===== config.mk =====
export PLATFORM = sky130hd
export DESIGN_NAME = dcc_packet_encoder
export DESIGN_NICKNAME = d
export VERILOG_FILES = /design/src/rtl/dcc_pkg.sv /design/src/rtl/dcc_bit_timer.sv /design/src/rtl/dcc_packet_encoder.sv
export SDC_FILE = /design/constraint.sdc
export NUM_CORES = 1
export LEC_CHECK = 0
export CORE_MARGIN = 1
export CORE_UTILIZATION = 44
export CTS_CLUSTER_DIAMETER = 120
export DETAILED_ROUTE_END_ITERATION = 8
export GPL_ROUTABILITY_DRIVEN = 0
export HOLD_SLACK_MARGIN = 0.1
export PLACE_DENSITY = 0.62
export SYNTH_ARGS = -nofsm -noshare
export SYNTH_HDL_FRONTEND = slang
export SYNTH_SLANG_ARGS = --single-unit
export TNS_END_PERCENT = 1

===== constraint.sdc =====
create_clock -name clk -period 4.4 [get_ports clk]
set_clock_uncertainty 0.05 [all_clocks]
set_input_delay 0.88 -clock clk [delete_from_list [all_inputs] [get_ports clk]]
set_output_delay 0.88 -clock clk [all_outputs]
set_load 0.01 [all_outputs]

===== src/rtl/dcc_pkg.sv =====
// Shared types, default timing and counter-width helpers for the DCC packet encoder.
package dcc_pkg;

  typedef enum logic [2:0] {
    IDLE,
    PREAMBLE,
    START,
    DATA,
    CK_START,
    CK_DATA,
    END
  } dcc_state_e;

  // Default half-bit durations at 50 MHz: 58 us for '1', 100 us for '0'.
  localparam int DCC_ONE_HALF_CYC  = 2900;
  localparam int DCC_ZERO_HALF_CYC = 5000;
  localparam int DCC_PREAMBLE_BITS = 14;
  localparam int DCC_CHECKSUM_EN   = 1;

  // Half counter only ever counts 0 .. ZERO_HALF_CYC-1.
  function automatic int half_cnt_w(input int zero_half_cyc);
    return (zero_half_cyc < 2) ? 1 : $clog2(zero_half_cyc);
  endfunction

  // Bit counter must hold the preamble length or a full byte (8), whichever is larger.
  function automatic int bit_cnt_w(input int preamble_bits);
    int m;
    m = (preamble_bits > 8) ? preamble_bits : 8;
    return $clog2(m + 1);
  endfunction

endpackage


===== src/rtl/dcc_bit_timer.sv =====
// Half-bit timer: shapes each bit as low half then high half, flags the bit boundary
// (last cycle of the high half) and strobes the first cycle of every bit.
module dcc_bit_timer
  import dcc_pkg::*;
#(
  parameter int ONE_HALF_CYC  = DCC_ONE_HALF_CYC,
  parameter int ZERO_HALF_CYC = DCC_ZERO_HALF_CYC
) (
  input  logic clk,
  input  logic reset,
  input  logic i_next_bit,   // value of the bit that starts after the current boundary
  output logic o_dcc,        // phase level: 0 in low half, 1 in high half
  output logic o_dcc_n,
  output logic o_strobe,
  output logic o_boundary
);

  localparam int CW = half_cnt_w(ZERO_HALF_CYC);
  localparam logic [CW-1:0] ONE_LAST  = CW'(ONE_HALF_CYC - 1);
  localparam logic [CW-1:0] ZERO_LAST = CW'(ZERO_HALF_CYC - 1);
  localparam logic [CW-1:0] CNT_ONE   = CW'(1);

  logic [CW-1:0] r_cnt;
  logic          r_phase;
  logic          r_bit;
  logic          r_out;
  logic          r_out_n;
  logic          r_strobe;
  logic          r_first;

  logic w_half_last;
  logic w_boundary;

  // r_first makes the cycle straight after reset behave as a boundary, so the
  // first low half begins on the first rising edge after reset is released.
  always_comb begin
    w_half_last = (r_cnt == (r_bit ? ONE_LAST : ZERO_LAST));
    w_boundary  = r_first | (r_phase & w_half_last);
  end

  // Half counter, phase and registered complementary outputs.
  always_ff @(posedge clk or posedge reset) begin
    if (reset) begin
      r_cnt    <= '0;
      r_phase  <= 1'b1;
      r_bit    <= 1'b1;
      r_out    <= 1'b1;
      r_out_n  <= 1'b0;
      r_strobe <= 1'b0;
      r_first  <= 1'b1;
    end else if (w_boundary) begin
      r_first  <= 1'b0;
      r_bit    <= i_next_bit;
      r_phase  <= 1'b0;
      r_cnt    <= '0;
      r_out    <= 1'b0;
      r_out_n  <= 1'b1;
      r_strobe <= 1'b1;
    end else if (w_half_last) begin
      r_phase  <= 1'b1;
      r_cnt    <= '0;
      r_out    <= 1'b1;
      r_out_n  <= 1'b0;
      r_strobe <= 1'b0;
    end else begin
      r_cnt    <= r_cnt + CNT_ONE;
      r_strobe <= 1'b0;
    end
  end

  assign o_dcc      = r_out;
  assign o_dcc_n    = r_out_n;
  assign o_strobe   = r_strobe;
  assign o_boundary = w_boundary;

endmodule


===== src/rtl/dcc_packet_encoder.sv =====
// DCC packet encoder: one-deep byte holding register, packet sequencing FSM
// (preamble, start bits, data MSB first, optional XOR checksum, end bit) and bit timer.
module dcc_packet_encoder
  import dcc_pkg::*;
#(
  parameter int ONE_HALF_CYC  = DCC_ONE_HALF_CYC,
  parameter int ZERO_HALF_CYC = DCC_ZERO_HALF_CYC,
  parameter int PREAMBLE_BITS = DCC_PREAMBLE_BITS,
  parameter int CHECKSUM_EN   = DCC_CHECKSUM_EN
) (
  input  logic       clk,
  input  logic       reset,
  input  logic [7:0] byte_data,
  input  logic       byte_last,
  input  logic       byte_valid,
  output logic       byte_ready,
  output logic       dcc_out,
  output logic       dcc_out_n,
  output logic       bit_strobe,
  output logic       busy,
  output logic       underrun
);

  localparam int BW = bit_cnt_w(PREAMBLE_BITS);
  localparam logic [BW-1:0] PRE_LOAD  = BW'(PREAMBLE_BITS);
  localparam logic [BW-1:0] BYTE_LOAD = BW'(8);
  localparam logic [BW-1:0] CNT_ONE   = BW'(1);

  dcc_state_e  r_state;
  logic [BW-1:0] r_bitcnt;
  logic [7:0]  r_shift;
  logic [7:0]  r_cksum;
  logic        r_last;
  logic        r_busy;
  logic [7:0]  r_hold_data;
  logic        r_hold_last;
  logic        r_hold_full;

  dcc_state_e  w_state_nxt;
  logic [BW-1:0] w_bitcnt_nxt;
  logic [7:0]  w_shift_nxt;
  logic [7:0]  w_cksum_nxt;
  logic        w_last_nxt;
  logic        w_busy_nxt;
  logic        w_consume;
  logic        w_underrun;
  logic        w_next_bit;
  logic        w_boundary;
  logic        w_accept;

  dcc_bit_timer #(
    .ONE_HALF_CYC (ONE_HALF_CYC),
    .ZERO_HALF_CYC(ZERO_HALF_CYC)
  ) u_timer (
    .clk       (clk),
    .reset     (reset),
    .i_next_bit(w_next_bit),
    .o_dcc     (dcc_out),
    .o_dcc_n   (dcc_out_n),
    .o_strobe  (bit_strobe),
    .o_boundary(w_boundary)
  );

  // Accept only into an empty holding register; consume only from a full one.
  assign w_accept = byte_valid & ~r_hold_full;

  // Next-state and next-bit decisions, all taken at the bit boundary.
  always_comb begin
    w_state_nxt  = r_state;
    w_bitcnt_nxt = r_bitcnt;
    w_shift_nxt  = r_shift;
    w_cksum_nxt  = r_cksum;
    w_last_nxt   = r_last;
    w_busy_nxt   = r_busy;
    w_consume    = 1'b0;
    w_underrun   = 1'b0;
    if (w_boundary) begin
      case (r_state)
        IDLE: begin
          if (r_hold_full) begin
            w_cksum_nxt  = '0;
            w_busy_nxt   = 1'b1;
            w_state_nxt  = PREAMBLE;
            w_bitcnt_nxt = PRE_LOAD;
          end
        end
        PREAMBLE: begin
          if (r_bitcnt == CNT_ONE) begin
            w_state_nxt = START;
            w_consume   = 1'b1;
          end else begin
            w_bitcnt_nxt = r_bitcnt - CNT_ONE;
          end
        end
        START: begin
          w_state_nxt  = DATA;
          w_bitcnt_nxt = BYTE_LOAD;
        end
        DATA: begin
          if (r_bitcnt == CNT_ONE) begin
            if (r_last) begin
              w_state_nxt = (CHECKSUM_EN != 0) ? CK_START : END;
            end else if (r_hold_full) begin
              w_state_nxt = START;
              w_consume   = 1'b1;
            end else begin
              w_underrun  = 1'b1;
              w_state_nxt = END;
            end
          end else begin
            w_shift_nxt  = {r_shift[6:0], 1'b0};
            w_bitcnt_nxt = r_bitcnt - CNT_ONE;
          end
        end
        CK_START: begin
          w_state_nxt  = CK_DATA;
          w_shift_nxt  = r_cksum;
          w_bitcnt_nxt = BYTE_LOAD;
        end
        CK_DATA: begin
          if (r_bitcnt == CNT_ONE) begin
            w_state_nxt = END;
          end else begin
            w_shift_nxt  = {r_shift[6:0], 1'b0};
            w_bitcnt_nxt = r_bitcnt - CNT_ONE;
          end
        end
        END: begin
          w_busy_nxt  = 1'b0;
          w_state_nxt = IDLE;
          if (r_hold_full) begin
            w_busy_nxt   = 1'b1;
            w_cksum_nxt  = '0;
            w_state_nxt  = PREAMBLE;
            w_bitcnt_nxt = PRE_LOAD;
          end
        end
        default: w_state_nxt = IDLE;
      endcase
    end
    // The checksum is folded in as each byte is loaded rather than bit by bit;
    // the XOR over the packet's bytes comes out the same.
    if (w_consume) begin
      w_shift_nxt = r_hold_data;
      w_last_nxt  = r_hold_last;
      w_cksum_nxt = r_cksum ^ r_hold_data;
    end
    case (w_state_nxt)
      START, CK_START: w_next_bit = 1'b0;
      DATA, CK_DATA:   w_next_bit = w_shift_nxt[7];
      default:         w_next_bit = 1'b1;
    endcase
  end

  // Packet sequencing state.
  always_ff @(posedge clk or posedge reset) begin
    if (reset) begin
      r_state  <= IDLE;
      r_bitcnt <= '0;
      r_shift  <= '0;
      r_cksum  <= '0;
      r_last   <= 1'b0;
      r_busy   <= 1'b0;
    end else begin
      r_state  <= w_state_nxt;
      r_bitcnt <= w_bitcnt_nxt;
      r_shift  <= w_shift_nxt;
      r_cksum  <= w_cksum_nxt;
      r_last   <= w_last_nxt;
      r_busy   <= w_busy_nxt;
    end
  end

  // One-deep holding register between the byte interface and the encoder.
  always_ff @(posedge clk or posedge reset) begin
    if (reset) begin
      r_hold_full <= 1'b0;
      r_hold_data <= '0;
      r_hold_last <= 1'b0;
    end else if (w_consume) begin
      r_hold_full <= 1'b0;
    end else if (w_accept) begin
      r_hold_full <= 1'b1;
      r_hold_data <= byte_data;
      r_hold_last <= byte_last;
    end
  end

  assign byte_ready = ~r_hold_full;
  assign busy       = r_busy;
  assign underrun   = w_underrun;

endmodule

Word-level counts from Yosys, hierarchy flattened
Cells that the tools add are included.
{"block": "word_totals", "register_bits": 53, "out_inout_bits": 6, "wordCells": 104}
{"block": "op_classes", "addsub": 2, "n_mux": 44, "n_bitwise": 6, "reduce_logical": 20, "n_eq_ne": 16}
{"cell": "two-way mux 8 bit", "n": 7}
{"cell": "two-way mux 13 bit", "n": 3}
{"cell": "two-way mux 3 bit", "n": 7}
{"cell": "case mux 3 bit (7 select lines)", "n": 1}
{"cell": "two-way mux 1 bit", "n": 19}
{"cell": "case mux 8 bit (2 select lines)", "n": 1}
{"cell": "equality test 3 bit, second input constant", "n": 5}
{"cell": "adder 13 x 1 -> 13 bit, second input constant", "n": 1}
{"cell": "equality test 13 bit", "n": 1}
{"cell": "equality test 3 x 2 -> 1 bit, second input constant", "n": 4}
{"cell": "case mux 4 bit (3 select lines)", "n": 1}
{"cell": "nonzero test 2 bit", "n": 6}
{"cell": "OR reduction 2 bit", "n": 5}
{"cell": "AND reduction 3 bit", "n": 3}
{"cell": "two-way mux 4 bit", "n": 2}
{"cell": "bitwise XOR 8 bit", "n": 1}
{"cell": "case mux 1 bit (2 select lines)", "n": 3}
{"cell": "nonzero test 3 bit", "n": 2}
{"cell": "equality test 4 x 1 -> 1 bit, second input constant", "n": 1}
{"cell": "!= test 2 bit, second input constant", "n": 2}
{"cell": "AND reduction 4 bit", "n": 1}
{"cell": "subtractor 4 x 1 -> 4 bit, second input constant", "n": 1}
{"cell": "equality test 3 x 1 -> 1 bit, second input constant", "n": 1}
{"cell": "logical NOT 3 bit", "n": 1}
{"cell": "7 further kinds", "n": 9}

Depth between registers and ports, before layout
{"block": "depth", "depth_word": 8, "depth_mapped": 10, "mapped_depth_nobuf": 9}

Hierarchy
A second synthesis with hierarchy kept.
{"block": "unflattened", "hier_cells": 263, "hier_area_um2": 2811.4}
{"module": "dcc_packet_encoder", "area_each_um2": 1896.8, "cells_each": 174, "seq_area_each_um2": 875.8, "n_inst": 1}
{"module": "dcc_bit_timer", "area_each_um2": 914.6, "cells_each": 89, "seq_area_each_um2": 454.2, "n_inst": 1}

Least setup slack after synthesis
OpenSTA, ideal clock, no wires.
{"block": "synth_path", "path_kind": "register -> output", "start": "register u_timer.r_cnt[0]", "end": "output port underrun", "setup_slack_ns": 1.800, "path_buffers": 0, "path_stages_with_launch": 7, "arrival_time_ns": 1.670, "cell_sequence": "dfrtp_1 > ha_1 > nor4b_2 > nand3_1 > a211oi_2 > o21ai_2 > nor4_1"}
{"block": "synth_via", "elab_chain_len": 4}
{"item": "start: declaration", "line_no": "dcc_bit_timer.sv:23", "text": "logic [CW-1:0] r_cnt;"}
{"item": "start signal: assignment", "line_no": "dcc_bit_timer.sv:66", "text": "r_cnt <= r_cnt + CNT_ONE;"}
{"item": "equality test 13 bit", "line_no": "dcc_bit_timer.sv:37", "text": "w_half_last = (r_cnt == (r_bit ? ONE_LAST : ZERO_LAST));"}
{"item": "AND 1 bit", "line_no": "dcc_bit_timer.sv:38", "text": "w_boundary = r_first | (r_phase & w_half_last);"}
{"item": "bitwise OR 1 bit", "line_no": "dcc_bit_timer.sv:38"}
{"item": "two-way mux 1 bit", "line_no": "dcc_packet_encoder.sv:77", "text": "if (w_boundary) begin"}
{"item": "end: declaration", "line_no": "dcc_packet_encoder.sv:21", "text": "output logic underrun"}
No other way between the ends.

Worst setup path in the final report
Same ends and word-level chain as after synthesis.

==> impl_metrics.json <==
{
  "outcome": "complete, no violations",
  "startpoint": "u_timer.r_cnt[0]",
  "cts_sinks": 53,
  "r2r-start": "r_bitcnt[1]",
  "cts_tree": "built",
  "hp-class": "flop to flop",
  "internal_power_uw": 895,
  "drc": 0,
  "worstMarginPinSlew_ns": 1.10,
  "die_w_um": 79.4,
  "io_pins": 18,
  "mostFrequentLayoutCell": "dfrtp_1",
  "critPathMaxFanout": 6,
  "syn_nets": 274,
  "path_class": "flop to output pin",
  "startpoint_type": "flop",
  "drtIter0Drc": 124,
  "cts_max_level": 2,
  "start_util_pct": 46.7,
  "dpl.cell_count": 341,
  "synth-main-ff-cell": "dfrtp_1",
  "finalSetupTns_ns": 0,
  "worst_r2r_path_depth": 8,
  "synth_top_family_by_area": "simple AND/OR/NAND/NOR gates",
  "drv_cap": 0,
  "ys_ff_latch": 53,
  "cp.required_ns": 3.47,
  "antenna_found_initial": 0,
  "cp_num_buf_inv": 1,
  "core_area_mm2": 0.00564,
  "finalCritPeriodShare_pct": 81.2,
  "nFillCells": 509,
  "p_sw_uw": 438,
  "hold_buffers": 0,
  "clkLatencyLatePin_ns": 0.30,
  "viasPerCell": 5.54,
  "clkTransAtPathRegs_ns": 0.09,
  "design_area_mm2": 0.00295,
  "diodes": 0,
  "yosysSeqAreaShare_pct": 50.5,
  "grt_pass1_wl_mm": 9.35,
  "hold_start": "r_shift[3]",
  "worstPathArrival_ns": 2.64,
  "whs_ns": 0.434,
  "ys_async_sr_fraction_pct": 100,
  "setup_slack_ns": 0.827,
  "setup_viol": 0,
  "cts-root-buf": "clkbuf_8",
  "crit_family": "simple AND/OR/NAND/NOR gates",
  "dieArea_mm2": 0.00631,
  "synth-xor-area-share_pct": 4.65,
  "cts_buffers": 5,
  "hpwl_mm": 3.49,
  "slew_headroom_pct": 26.6,
  "first_pass_iters": 4,
  "yosys.area_share.simple_pct": 18.0,
  "synthMuxAreaShare_pct": 5.22,
  "vias": 1929,
  "leakagePower_nw": 1.29,
  "stdcell_count": 348,
  "ir_worst_vdd_uv": 232,
  "switching_share_pct": 32.9,
  "period_needed_ns": 3.57,
  "slowest_delay_ns": 0.60,
  "cts-resized-gates": 0,
  "placed_area_mm2": 0.00287,
  "drt_wl_total_mm": 5.19,
  "synth.distinct_cells": 52,
  "synth_area_mm2": 0.00264,
  "drive_gt1_share_pct": 12.0,
  "fmax_mhz": 280,
  "die_h_um": 79.4,
  "ys_warn_count": 0,
  "cp.depth": 7,
  "synth-compound-area-share_pct": 17.7,
  "area_delta_synth_final_pct": 11.9,
  "grt-ovfl-total": 0,
  "synth_fa_ha_area_share_pct": 1.42,
  "finalNetCount": 291,
  "synth-edff-count": 0,
  "wire_per_inst_um": 14.9,
  "io_buffers": 17,
  "hold_depth": 1,
  "clock_power_share_pct": 20.0,
  "hold_viol": 0,
  "syn_avg_cell_area_um2": 10.2,
  "rows": 27,
  "synth_cells": 259,
  "final_cell_mix": "dfrtp_1 (50), nand2_1 (22), a21oi_1 (20), nor2_1 (20), clkdlybuf4s50_1 (17)",
  "drtAntennaViolNets": 0,
  "pwr-share-comb_pct": 24.7,
  "grt_util_all_layers_pct": 19.2,
  "pre_cts_slack_ns": 1.18,
  "cts_setup_buffers": 0,
  "powerDensity_mw_per_mm2": 452,
  "cts.path.max_buffers": 2,
  "drv_slew": 0,
  "grt_pass1_vias": 1903,
  "rsz0062_at_grt": "no",
  "grt_max_degree": 54,
  "crit_chain": "ha_1, nor4b_2, nand3_1, a211oi_2, o21ai_2, nor4_1, clkdlybuf4s50_1",
  "cpMaxStageDelayCell": "clkdlybuf4s50_1",
  "p_seq_share_pct": 55.3,
  "cp-end-kind": "output pin"
}
## kinds of logic after synthesis
logic type                 count (synthesis)
AOI/OAI and AO/OA                         72
xor gates and xnor gates                  14
adders and majority gates                  3
buffers and inverters                     16
DFF                                       53
muxes                                     12
other                                      1
and+or+nand+nor                           88
## synth_stat cells, drive strengths merged, types with 4 or more instances
cell type   n  area [um2]
clkbuf      4        15.0
nand2      23        88.8
o21ai      17        88.8
a22oi       7        52.6
mux2       11         128
o31ai       8        60.1
a21oi      21         109
nand3      14        82.6
nor3b       4        35.0
dfrtp      50        1250
buf         4        20.0
inv         8        30.0
a21o        9        67.6
nand2b      7        43.8
nor2       21        81.3
xor2       10        87.6
xnor2       4        35.0
## metrics by stage
stage / total power, mW / util [%]
2_1_floorplan: 0.977 / -
3_3_place_gp: 1.07 / 50.9
3_5_place_dp: 1.08 / 50.9
4_1_cts: 1.35 / 52.3
5_1_grt: 1.43 / 52.3
6_report: 1.33 / 52.3
## power groups by stage
| stage | Clock (mW) | Combinational [mW] | Sequential [mW] |
|---|---|---|---|
| finish | 0.267 | 0.329 | 0.737 |
| global route | 0.298 | 0.377 | 0.757 |
| global placement | 0 | 0.325 | 0.742 |
| CTS | 0.275 | 0.332 | 0.738 |
| floorplan | 0 | 0.282 | 0.694 |
| detailed placement | 0 | 0.330 | 0.747 |
## path summary, 6_finish.rpt
kind,to,slack (ns)
setup / recovery,underrun,0.83
hold reg to reg,r_shift[3],0.43
setup reg to reg,r_hold_last,1.72
hold / removal,r_shift[3],0.43
max in group asynchronous,u_timer.o_strobe,2.49
min in group asynchronous,r_hold_data[4],1.10
## area by class of cell
class,instances,area [um2],share of cell area (%)
Multi-Input combinational cell,190,1240,42.1
Inverter,8,30.0,1.02
Timing Repair Buffer,18,178,6.02
Clock buffer,6,72.6,2.46
Clock inverter,1,8.76,0.297
Sequential cell,53,1330,45.1
Tap cell,72,90.1,3.05
## metal layers
layer  vias up  track usage [%]  wire, um
met5         -                0         0
met4         0             5.45        74
met3         8             3.89       144
met2        30             29.4      2390
met1       929             27.3      2580
li1        962                -         -
## registers in the layout, indices dropped and copies added, names as in the netlist, 3 cells and up
register,flops
r_bitcnt,4
r_cksum,8
r_hold_data,8
r_shift,8
r_state,3
u_timer.r_cnt,13
(Power assumes the default switching activity.)
